**src/rtl/updown_step_decoder_pkg.sv**
```systemverilog
// Shared types and step classification for the up/down step counter link.
package updown_step_decoder_pkg;

  localparam logic [0:0] ST_UNLOCKED_ENC = 1'b0;
  localparam logic [0:0] ST_LOCKED_ENC   = 1'b1;

  typedef enum logic [0:0] {
    UNLOCKED = ST_UNLOCKED_ENC,
    LOCKED   = ST_LOCKED_ENC
  } state_t;

  typedef enum logic [1:0] {
    STEP_UP  = 2'd0,
    STEP_DN  = 2'd1,
    STEP_BAD = 2'd2
  } step_t;

  // Classify (cur - prev) mod 2^width as +1, -1 or anything else.
  function automatic step_t classify_step(input logic [31:0] prev,
                                          input logic [31:0] cur,
                                          input int unsigned width);
    logic [31:0] mask;
    logic [31:0] delta;
    mask  = (width >= 32) ? '1 : ((32'd1 << width) - 32'd1);
    delta = (cur - prev) & mask;
    if (delta == 32'd1)
      return STEP_UP;
    else if (delta == mask)
      return STEP_DN;
    else
      return STEP_BAD;
  endfunction

endpackage

```
**src/rtl/updown_step_decoder_if.sv**
```systemverilog
// Sample input, packed-word output handshake and status flags of the decoder.
interface updown_step_decoder_if #(
  parameter int WIDTH = 3,
  parameter int PACK  = 8
);
  logic [WIDTH-1:0] cnt_in;
  logic             cnt_vld;
  logic [PACK-1:0]  out_data;
  logic             out_valid;
  logic             out_ready;
  logic             locked;
  logic             err_step;
  logic             err_overrun;

  modport master (
    input  cnt_in, cnt_vld, out_ready,
    output out_data, out_valid, locked, err_step, err_overrun
  );

  modport slave (
    output cnt_in, cnt_vld, out_ready,
    input  out_data, out_valid, locked, err_step, err_overrun
  );
endinterface

```
**src/rtl/updown_step_outreg.sv**
```systemverilog
// Single-entry valid/ready output register; a word arriving while the entry
// is still occupied and not being drained is dropped and flagged.
module updown_step_outreg #(
  parameter int PACK = 8
) (
  input  logic            clk,
  input  logic            rst,
  input  logic            i_push,
  input  logic [PACK-1:0] i_data,
  input  logic            i_ready,
  output logic [PACK-1:0] o_data,
  output logic            o_valid,
  output logic            o_overrun
);

  logic [PACK-1:0] r_data;
  logic            r_valid;
  logic            r_overrun;
  logic            w_free;

  // Entry can accept a word when empty or being handed off this cycle.
  always_comb begin
    w_free = !r_valid || i_ready;
  end

  // Load, drain and overrun flag for the output entry.
  always_ff @(posedge clk) begin
    if (rst) begin
      r_data    <= '0;
      r_valid   <= 1'b0;
      r_overrun <= 1'b0;
    end else begin
      r_overrun <= 1'b0;
      if (i_push && w_free) begin
        r_data  <= i_data;
        r_valid <= 1'b1;
      end else if (r_valid && i_ready) begin
        r_valid <= 1'b0;
      end
      if (i_push && !w_free)
        r_overrun <= 1'b1;
    end
  end

  assign o_data    = r_data;
  assign o_valid   = r_valid;
  assign o_overrun = r_overrun;

endmodule

```
**src/rtl/updown_step_decoder.sv**
```systemverilog
// Recovers direction bits from an up/down counter sample stream and packs
// them LSB-first into PACK-bit words.
module updown_step_decoder
  import updown_step_decoder_pkg::*;
#(
  parameter int WIDTH = 3,
  parameter int PACK  = 8
) (
  input logic                 clk,
  input logic                 rst,
  updown_step_decoder_if.master bus
);

  localparam int BCW = (PACK > 1) ? $clog2(PACK) : 1;

  state_t           r_state;
  logic [WIDTH-1:0] r_prev;
  logic [PACK-1:0]  r_shift;
  logic [BCW-1:0]   r_bcnt;
  logic             r_err_step;

  step_t            w_step;
  logic             w_last;
  logic             w_push;
  logic [PACK-1:0]  w_word;

  // Classify the incoming step and form the word including the new bit.
  always_comb begin
    w_step         = classify_step(32'(r_prev), 32'(bus.cnt_in), WIDTH);
    w_last         = (r_bcnt == BCW'(PACK - 1));
    w_push         = bus.cnt_vld && (r_state == LOCKED) &&
                     (w_step != STEP_BAD) && w_last;
    w_word         = r_shift;
    w_word[r_bcnt] = (w_step == STEP_UP);
  end

  // Lock, reference tracking, bit packing and illegal-step handling.
  always_ff @(posedge clk) begin
    if (rst) begin
      r_state    <= UNLOCKED;
      r_prev     <= '0;
      r_shift    <= '0;
      r_bcnt     <= '0;
      r_err_step <= 1'b0;
    end else begin
      r_err_step <= 1'b0;
      if (bus.cnt_vld) begin
        r_prev <= bus.cnt_in;
        if (r_state == UNLOCKED) begin
          r_state <= LOCKED;
        end else if (w_step == STEP_BAD) begin
          r_err_step <= 1'b1;
          r_shift    <= '0;
          r_bcnt     <= '0;
        end else if (w_last) begin
          r_shift <= '0;
          r_bcnt  <= '0;
        end else begin
          r_shift <= w_word;
          r_bcnt  <= r_bcnt + BCW'(1);
        end
      end
    end
  end

  updown_step_outreg #(
    .PACK(PACK)
  ) u_outreg (
    .clk      (clk),
    .rst      (rst),
    .i_push   (w_push),
    .i_data   (w_word),
    .i_ready  (bus.out_ready),
    .o_data   (bus.out_data),
    .o_valid  (bus.out_valid),
    .o_overrun(bus.err_overrun)
  );

  assign bus.locked   = (r_state == LOCKED);
  assign bus.err_step = r_err_step;

endmodule

```
**src/flat_wrapper.sv**
```systemverilog
// flat-port wrapper written by rule: the top's interface ports become plain ports
module updown_step_decoder_flat import updown_step_decoder_pkg::*;
#(
  parameter int WIDTH = 3,
  parameter int PACK  = 8
)
  (clk, rst, bus_cnt_in, bus_cnt_vld, bus_out_ready, bus_out_data, bus_out_valid, bus_locked, bus_err_step, bus_err_overrun);
  updown_step_decoder_if #(.WIDTH(WIDTH), .PACK(PACK)) bus_i ();
  input logic clk;
  input logic rst;
  input wire logic [$bits(bus_i.cnt_in)-1:0] bus_cnt_in;
  input wire logic [$bits(bus_i.cnt_vld)-1:0] bus_cnt_vld;
  input wire logic [$bits(bus_i.out_ready)-1:0] bus_out_ready;
  output wire logic [$bits(bus_i.out_data)-1:0] bus_out_data;
  output wire logic [$bits(bus_i.out_valid)-1:0] bus_out_valid;
  output wire logic [$bits(bus_i.locked)-1:0] bus_locked;
  output wire logic [$bits(bus_i.err_step)-1:0] bus_err_step;
  output wire logic [$bits(bus_i.err_overrun)-1:0] bus_err_overrun;
  assign bus_i.cnt_in = bus_cnt_in;
  assign bus_i.cnt_vld = bus_cnt_vld;
  assign bus_i.out_ready = bus_out_ready;
  assign bus_out_data = bus_i.out_data;
  assign bus_out_valid = bus_i.out_valid;
  assign bus_locked = bus_i.locked;
  assign bus_err_step = bus_i.err_step;
  assign bus_err_overrun = bus_i.err_overrun;
  updown_step_decoder #(.WIDTH(WIDTH), .PACK(PACK)) u_core (.clk(clk), .rst(rst), .bus(bus_i));
endmodule
```
**config.mk**
```make
export PLATFORM = sky130hd
export DESIGN_NAME = updown_step_decoder_flat
export DESIGN_NICKNAME = d
export VERILOG_FILES = /design/src/rtl/updown_step_decoder_pkg.sv /design/src/rtl/updown_step_decoder_if.sv /design/src/rtl/updown_step_outreg.sv /design/src/rtl/updown_step_decoder.sv /design/src/flat_wrapper.sv
export SDC_FILE = /design/constraint.sdc
export NUM_CORES = 1
export LEC_CHECK = 0
export ABC_AREA = 1
export BUFFER_PORTS_ARGS = -buffer_cell sky130_fd_sc_hd__buf_2
export CORE_ASPECT_RATIO = 1.1
export CORE_MARGIN = 8
export CORE_UTILIZATION = 35
export DETAILED_ROUTE_END_ITERATION = 8
export RECOVER_POWER = 50
export SETUP_SLACK_MARGIN = 0.4
export SYNTH_ARGS = -nofsm -noshare
export SYNTH_HDL_FRONTEND = slang
export SYNTH_SLANG_ARGS = --single-unit
```
**constraint.sdc**
```tcl
create_clock -name clk -period 2.1 [get_ports clk]
set_input_delay 0.42 -clock clk [delete_from_list [all_inputs] [get_ports clk]]
set_output_delay 0.42 -clock clk [all_outputs]
set_load 0.005 [all_outputs]
```
Word level (Yosys, flattened, before mapping) --
Cells that the tools add are included.
Word-level totals: flip-flop bits (word level) 26, bits in latches 0, RAM bits 0, memory bits (read-only) 0, bits of input ports 7, word-level logic and storage cells 46, memories kept 0
Cells by class: $add $sub $neg 2, $mul 0, divide/modulo/power cells 0, order comparisons 2, equal/unequal tests 5, shift-type cells 0, multiplexer cells 13, bitwise logic cells 2, reduce and logical (&&, ||, !) cells 14
Operator list (count):
- $mux W8 | 2
- $bwmux W8 | 1
- $logic_and A1 B1 Y1 | 7
- $eq A3 B3 Y1 const B | 2
- $mux W3 | 2
- $mux W1 | 5
- $lt A3 B4 Y1 const B | 1
- $mux W2 | 2
- $add A3 B1 Y3 const B | 1
- $demux W1 S3 | 1
- $eq A3 B1 Y1 const B | 1
- $ge A3 B1 Y1 const B | 1
- $reduce_or A3 Y1 | 1
- $sub A3 B3 Y3 | 1
- $eq A2 B2 Y1 const B | 1
- $logic_not A1 Y1 | 2
- $logic_not A2 Y1 | 1
- $ne A2 B2 Y1 const B | 1
- $not A1 Y1 | 2
- $reduce_and A2 Y1 | 1
- $reduce_bool A2 Y1 | 1
- $logic_or A1 B1 Y1 | 1

Depth between registers and ports, before layout --
word-level depth 9, mapped depth 14, mapped depth without buffers 13

Hierarchy --
A second synthesis with hierarchy kept.
Unflattened totals: cell total of the unflattened synthesis 192, area total of the unflattened synthesis 1387.6 sq um
Modules (own cells, without submodules):
- updown_step_decoder | times used 1, cells each 133, area each 932.1 sq um
- updown_step_outreg | times used 1, cells each 59, area each 455.4 sq um

Worst setup path after synthesis --
Ideal clock, no wire load.
path type input -> register, start point input port bus_cnt_in[0], end point register u_core.u_outreg.r_data[3] (netlist: u_core.u_outreg.o_data[3]), library setup time 0.113 ns, arrival 1.946 ns, data required time 1.987 ns, setup slack 0.041 ns, cell stages on the path 11, buffers on the path 1, path through inv_1 -> ha_1 -> fa_1 -> inv_1 -> nor2_1 -> nand3_4 -> nand2_4 -> nand4_4 -> buf_6 -> nor2_1 -> nor2_1
Between the ends: word-level cells in the longest chain between the ends 8, elaborated cells on any way between the ends 11, those cells by class 1 x add/sub; 3 x eq/ne; 3 x mux; 4 x reduce/logical
Ends and longest elaborated chain:
- from (decl) | RTL line flat_wrapper.sv:11 | input wire logic [$bits(bus_i.cnt_in)-1:0] bus_cnt_in;
- $sub A3 B3 Y3 (*) | RTL line updown_step_decoder_pkg.sv:25 | delta = (cur - prev) & mask;
- $eq A3 B3 Y1 | RTL line updown_step_decoder_pkg.sv:28 | else if (delta == mask)
- $mux W2 | RTL line updown_step_decoder_pkg.sv:28
- $mux W2 (*) | RTL line updown_step_decoder_pkg.sv:26 | if (delta == 32'd1)
- $ne A2 B2 Y1 | RTL line updown_step_decoder.sv:32 | (w_step != STEP_BAD) && w_last;
- $logic_and A1 B1 Y1 | RTL line updown_step_decoder.sv:31 | w_push = bus.cnt_vld && (r_state == LOCKED) &&
- $logic_and A1 B1 Y1 | RTL line updown_step_decoder.sv:32
- $logic_and A1 B1 Y1 | RTL line updown_step_outreg.sv:34 | if (i_push && w_free) begin
- to (signal assigned) | RTL line updown_step_outreg.sv:35 | r_data <= i_data;
- to (decl) | RTL line updown_step_outreg.sv:16 | logic [PACK-1:0] r_data;
Every way passes the cells marked *; elsewhere a longest branch is shown, timed or not. A chain may end at the register's enable or synchronous reset.

Final worst setup path --
start point register u_core.r_prev[0], end point register u_core.u_outreg.r_data[2] (netlist: u_core.u_outreg.o_data[2])
Between the ends: word-level cells in the longest chain between the ends 8, elaborated cells on any way between the ends 11, those cells by class 1 x add/sub; 3 x eq/ne; 3 x mux; 4 x reduce/logical
Ends and longest elaborated chain:
- from (decl) | RTL line updown_step_decoder.sv:17 | logic [WIDTH-1:0] r_prev;
- from (signal assigned) | RTL line updown_step_decoder.sv:48 | r_prev <= bus.cnt_in;
- $sub A3 B3 Y3 (*) | RTL line updown_step_decoder_pkg.sv:25
- $eq A3 B3 Y1 | RTL line updown_step_decoder_pkg.sv:28
- $mux W2 | RTL line updown_step_decoder_pkg.sv:28
- $mux W2 (*) | RTL line updown_step_decoder_pkg.sv:26
- $ne A2 B2 Y1 | RTL line updown_step_decoder.sv:32
- $logic_and A1 B1 Y1 | RTL line updown_step_decoder.sv:31
- $logic_and A1 B1 Y1 | RTL line updown_step_decoder.sv:32
- $logic_and A1 B1 Y1 | RTL line updown_step_outreg.sv:34
Marks and branches as above.

==> impl_metrics.py <==
metrics = {
    "detailed_routing": {
        "wl_met1_um": 1250,
        "dr_wl_met3_um": 180,
        "num_vias": 1151,
        "wl_per_cell_um": 11.3,
        "drt_iter0_markers": 72,
        "dr.pass1.iters": 4,
        "top_layer": "met4",
        "totalWireLength_um": 2890,
        "dr_wl_met2_um": 1400,
        "ant_nets": 0,
        "vias_per_cell": 4.51,
        "drc_errors": 0,
    },
    "power": {
        "p_leak_nw": 0.741,
        "powerDensity_mw_per_mm2": 562,
        "peakVddDrop_mv": 0.173,
    },
    "synth": {
        "yosysSeqAreaShare": 0.420,
        "synth_area_leaders": "dfxtp_1 (42%), nand2_1 (16%), inv_1 (6.1%), nor2_1 (6.1%), a21oi_1 (5.7%)",
        "syn_nets": 186,
        "post-synth-top-count-cell": "nand2_1",
        "async_reset_ff_frac": 0,
        "netlist.top_cell.by_area": "dfxtp_1",
        "synthDistinctLibCells": 20,
        "syn_avg_cell_area_sq_um": 7.09,
        "yosysWarnings": 0,
        "synth-edff-count": 0,
        "postSynthCellCount": 175,
        "syn_area_sq_mm": 0.00124,
        "yosysTopAreaCellShare": 0.420,
        "synth-seq-cells": 26,
        "synth_ff_type": "dfxtp_1",
        "synthTopCellsByCount": "nand2_1 (53), dfxtp_1 (26), inv_1 (20), nor2_1 (20), a21oi_1 (14)",
    },
    "timing": {
        "rsz0062_at_grt": "yes",
        "setup_viol": 0,
        "slew_headroom": 0.501,
        "clock.fmax_mhz": 504,
        "hold_viol_final": 0,
        "worst_pin_slew_ns": 0.749,
        "fin_tns_setup_ns": 0,
        "period_share": 0.945,
        "whs_ns": 0.343,
        "fin_crit_ns": 1.99,
        "clock_skew_ns": 0.00427,
        "final-max-slew-violation-count": 0,
    },
    "final_layout": {
        "syn_to_final_growth_pct": 32.8,
        "fillers": 360,
        "antennaDiodeCount": 0,
        "multi_input_area_sq_um": 684,
        "final_cells": 255,
        "nNetsFinal": 219,
        "fin_area_sq_mm": 0.00165,
        "ff_latch_area_sq_um": 522,
        "layout-drive-gt1-share": 0.256,
    },
    "setup_path": {
        "end_kind": "flop",
        "cp_max_fo": 8,
        "cp_slowest_cell": "fa_2",
        "start_kind": "flop",
        "path_cells": "ha_4, fa_2, inv_2, nor2_4, nand3_4, nand2_4, nand4_4, clkbuf_16, nor2_1, nor2_1",
        "slowest_delay_ns": 0.53,
        "reg2regPathDepth": 10,
        "worstPathRequired_ns": 2.35,
        "crit_type": "flop to flop",
        "crit_arrival_ns": 2.23,
        "crit_top_cell": "nor2_1",
    },
    "global_routing": {
        "grt_pass1_wl_um": 4890,
        "overflow": 0,
        "antenna_found_initial": 0,
        "grt_usage": 0.107,
        "grt_pass1_vias": 1075,
        "grt_max_degree": 18,
    },
    "floorplanning": {
        "start_util": 0.369,
        "dieArea_sq_mm": 0.00571,
        "die_h_um": 78.4,
        "placementRows": 22,
        "core_area_sq_mm": 0.00336,
        "top_level_ports": 19,
        "die_w_um": 72.8,
    },
    "placed_design": {
        "port_buffers": 18,
        "dp.cells": 244,
        "place.gp.congestion": 0.783,
        "place_area_sq_mm": 0.00146,
        "dp_hpwl_um": 1890,
    },
    "clock_network": {
        "htree_levels": 1,
        "cts_root_buf": "clkbuf_4",
        "cts_hold_buf": 0,
        "clk_path_buf_depth": 2,
        "worstSkewPairLatency_ns": 0.33,
        "cts_buffers": 3,
        "tritoncts": "done",
        "clkTransAtPathRegs_ns": 0.14,
        "cts_sinks": 26,
    },
    "job": {
        "maxCapViolCount": 0,
    },
    "status": {
        "run_status": "finished clean",
    },
    "hold_path": {
        "hold_class": "primary input to flop",
        "whs_path_depth": 2,
    },
}
layout by cell type (no fill, tap or decap), drive strengths merged:
cell    netlist  routed
nand4         1       1
inv          21      21
o21ai        12      12
nand3        12      12
a21oi        14      14
fa            1       1
o21ba         1       1
dfxtp        26      26
nor3          2       2
nor2         21      22
nand2        57      57
clkbuf        2      14
buf           2      21
ha            3       3
power breakdown:
| group | total [mW] | internal (mW) | switching, mW | leakage [nW] |
|---|---|---|---|---|
| sequential | 0.508 | 0.501 | 0.00675 | 0.211 |
| combinational | 0.160 | 0.0782 | 0.0822 | 0.510 |
| clock | 0.257 | 0.106 | 0.151 | 0.0210 |
per-stage QoR:
stage | setup slack, ns | utilization | total power, mW
6_report | 0.115 | 0.490 | 0.925
4_1_cts | 0.124 | 0.471 | 0.933
3_3_place_gp | -0.225 | 0.434 | 0.637
2_1_floorplan | 0.101 | - | 0.587
3_5_place_dp | -0.229 | 0.434 | 0.637
5_1_grt | 0.00756 | 0.490 | 0.978
metal layers:
layer	up-vias	global-route usage
met2	29	0.181
met5	-	0
met3	7	0.0305
met1	499	0.122
met4	0	0.0421
li1	616	-
repair_timing:
| item | CTS | global route |
|---|---|---|
| cloned | 1 | 2 |
| setup buffers | 4 | 0 |
| pin swaps | 2 | 7 |
| gates resized for setup | 18 | 10 |
| endpoints found under the setup margin | 22 | 22 |
critical path: cells and delay by family, from the launching register on:
family | cells | cell delay, ns
AND/OR/NAND/NOR | 6 | 0.59
adder cells (fa/ha/maj) | 2 | 0.68
buffers and inverters | 2 | 0.26
flip-flops | 1 | 0.36
flip-flops by register name (all words and copies together), names as in the netlist:
register,cells
u_core.bus.err_step,1
u_core.r_bcnt,3
u_core.r_prev,3
u_core.u_outreg.o_valid,1
u_core.bus.locked,1
u_core.u_outreg.o_data,8
u_core.u_outreg.o_overrun,1
u_core.r_shift,8
area by class of cell:
cell class / count / area share
Multi-Input combinational cell: 125 / 0.416
Sequential cell: 26 / 0.317
Timing Repair Buffer: 31 / 0.153
Inverter: 21 / 0.0555
Tap cell: 48 / 0.0365
Clock buffer: 4 / 0.0220
final timing paths:
check	start	end	slack [ns]
worst max-delay path	u_core.r_prev[0]	u_core.u_outreg.o_data[2]	0.11
worst min-delay path	bus_cnt_vld	u_core.r_prev[0]	0.34
worst max register to register	u_core.r_prev[0]	u_core.u_outreg.o_data[2]	0.11
worst min register to register	u_core.r_shift[1]	u_core.r_shift[1]	0.47
logic make-up after synthesis:
group | after synthesis | share of synthesized area
compound gates | 27 | 0.113
fa+ha+maj | 4 | 0.0464
simple gates | 93 | 0.338
flops | 26 | 0.420
buf+inv | 25 | 0.0827
Power figures use the tool's default switching activity.
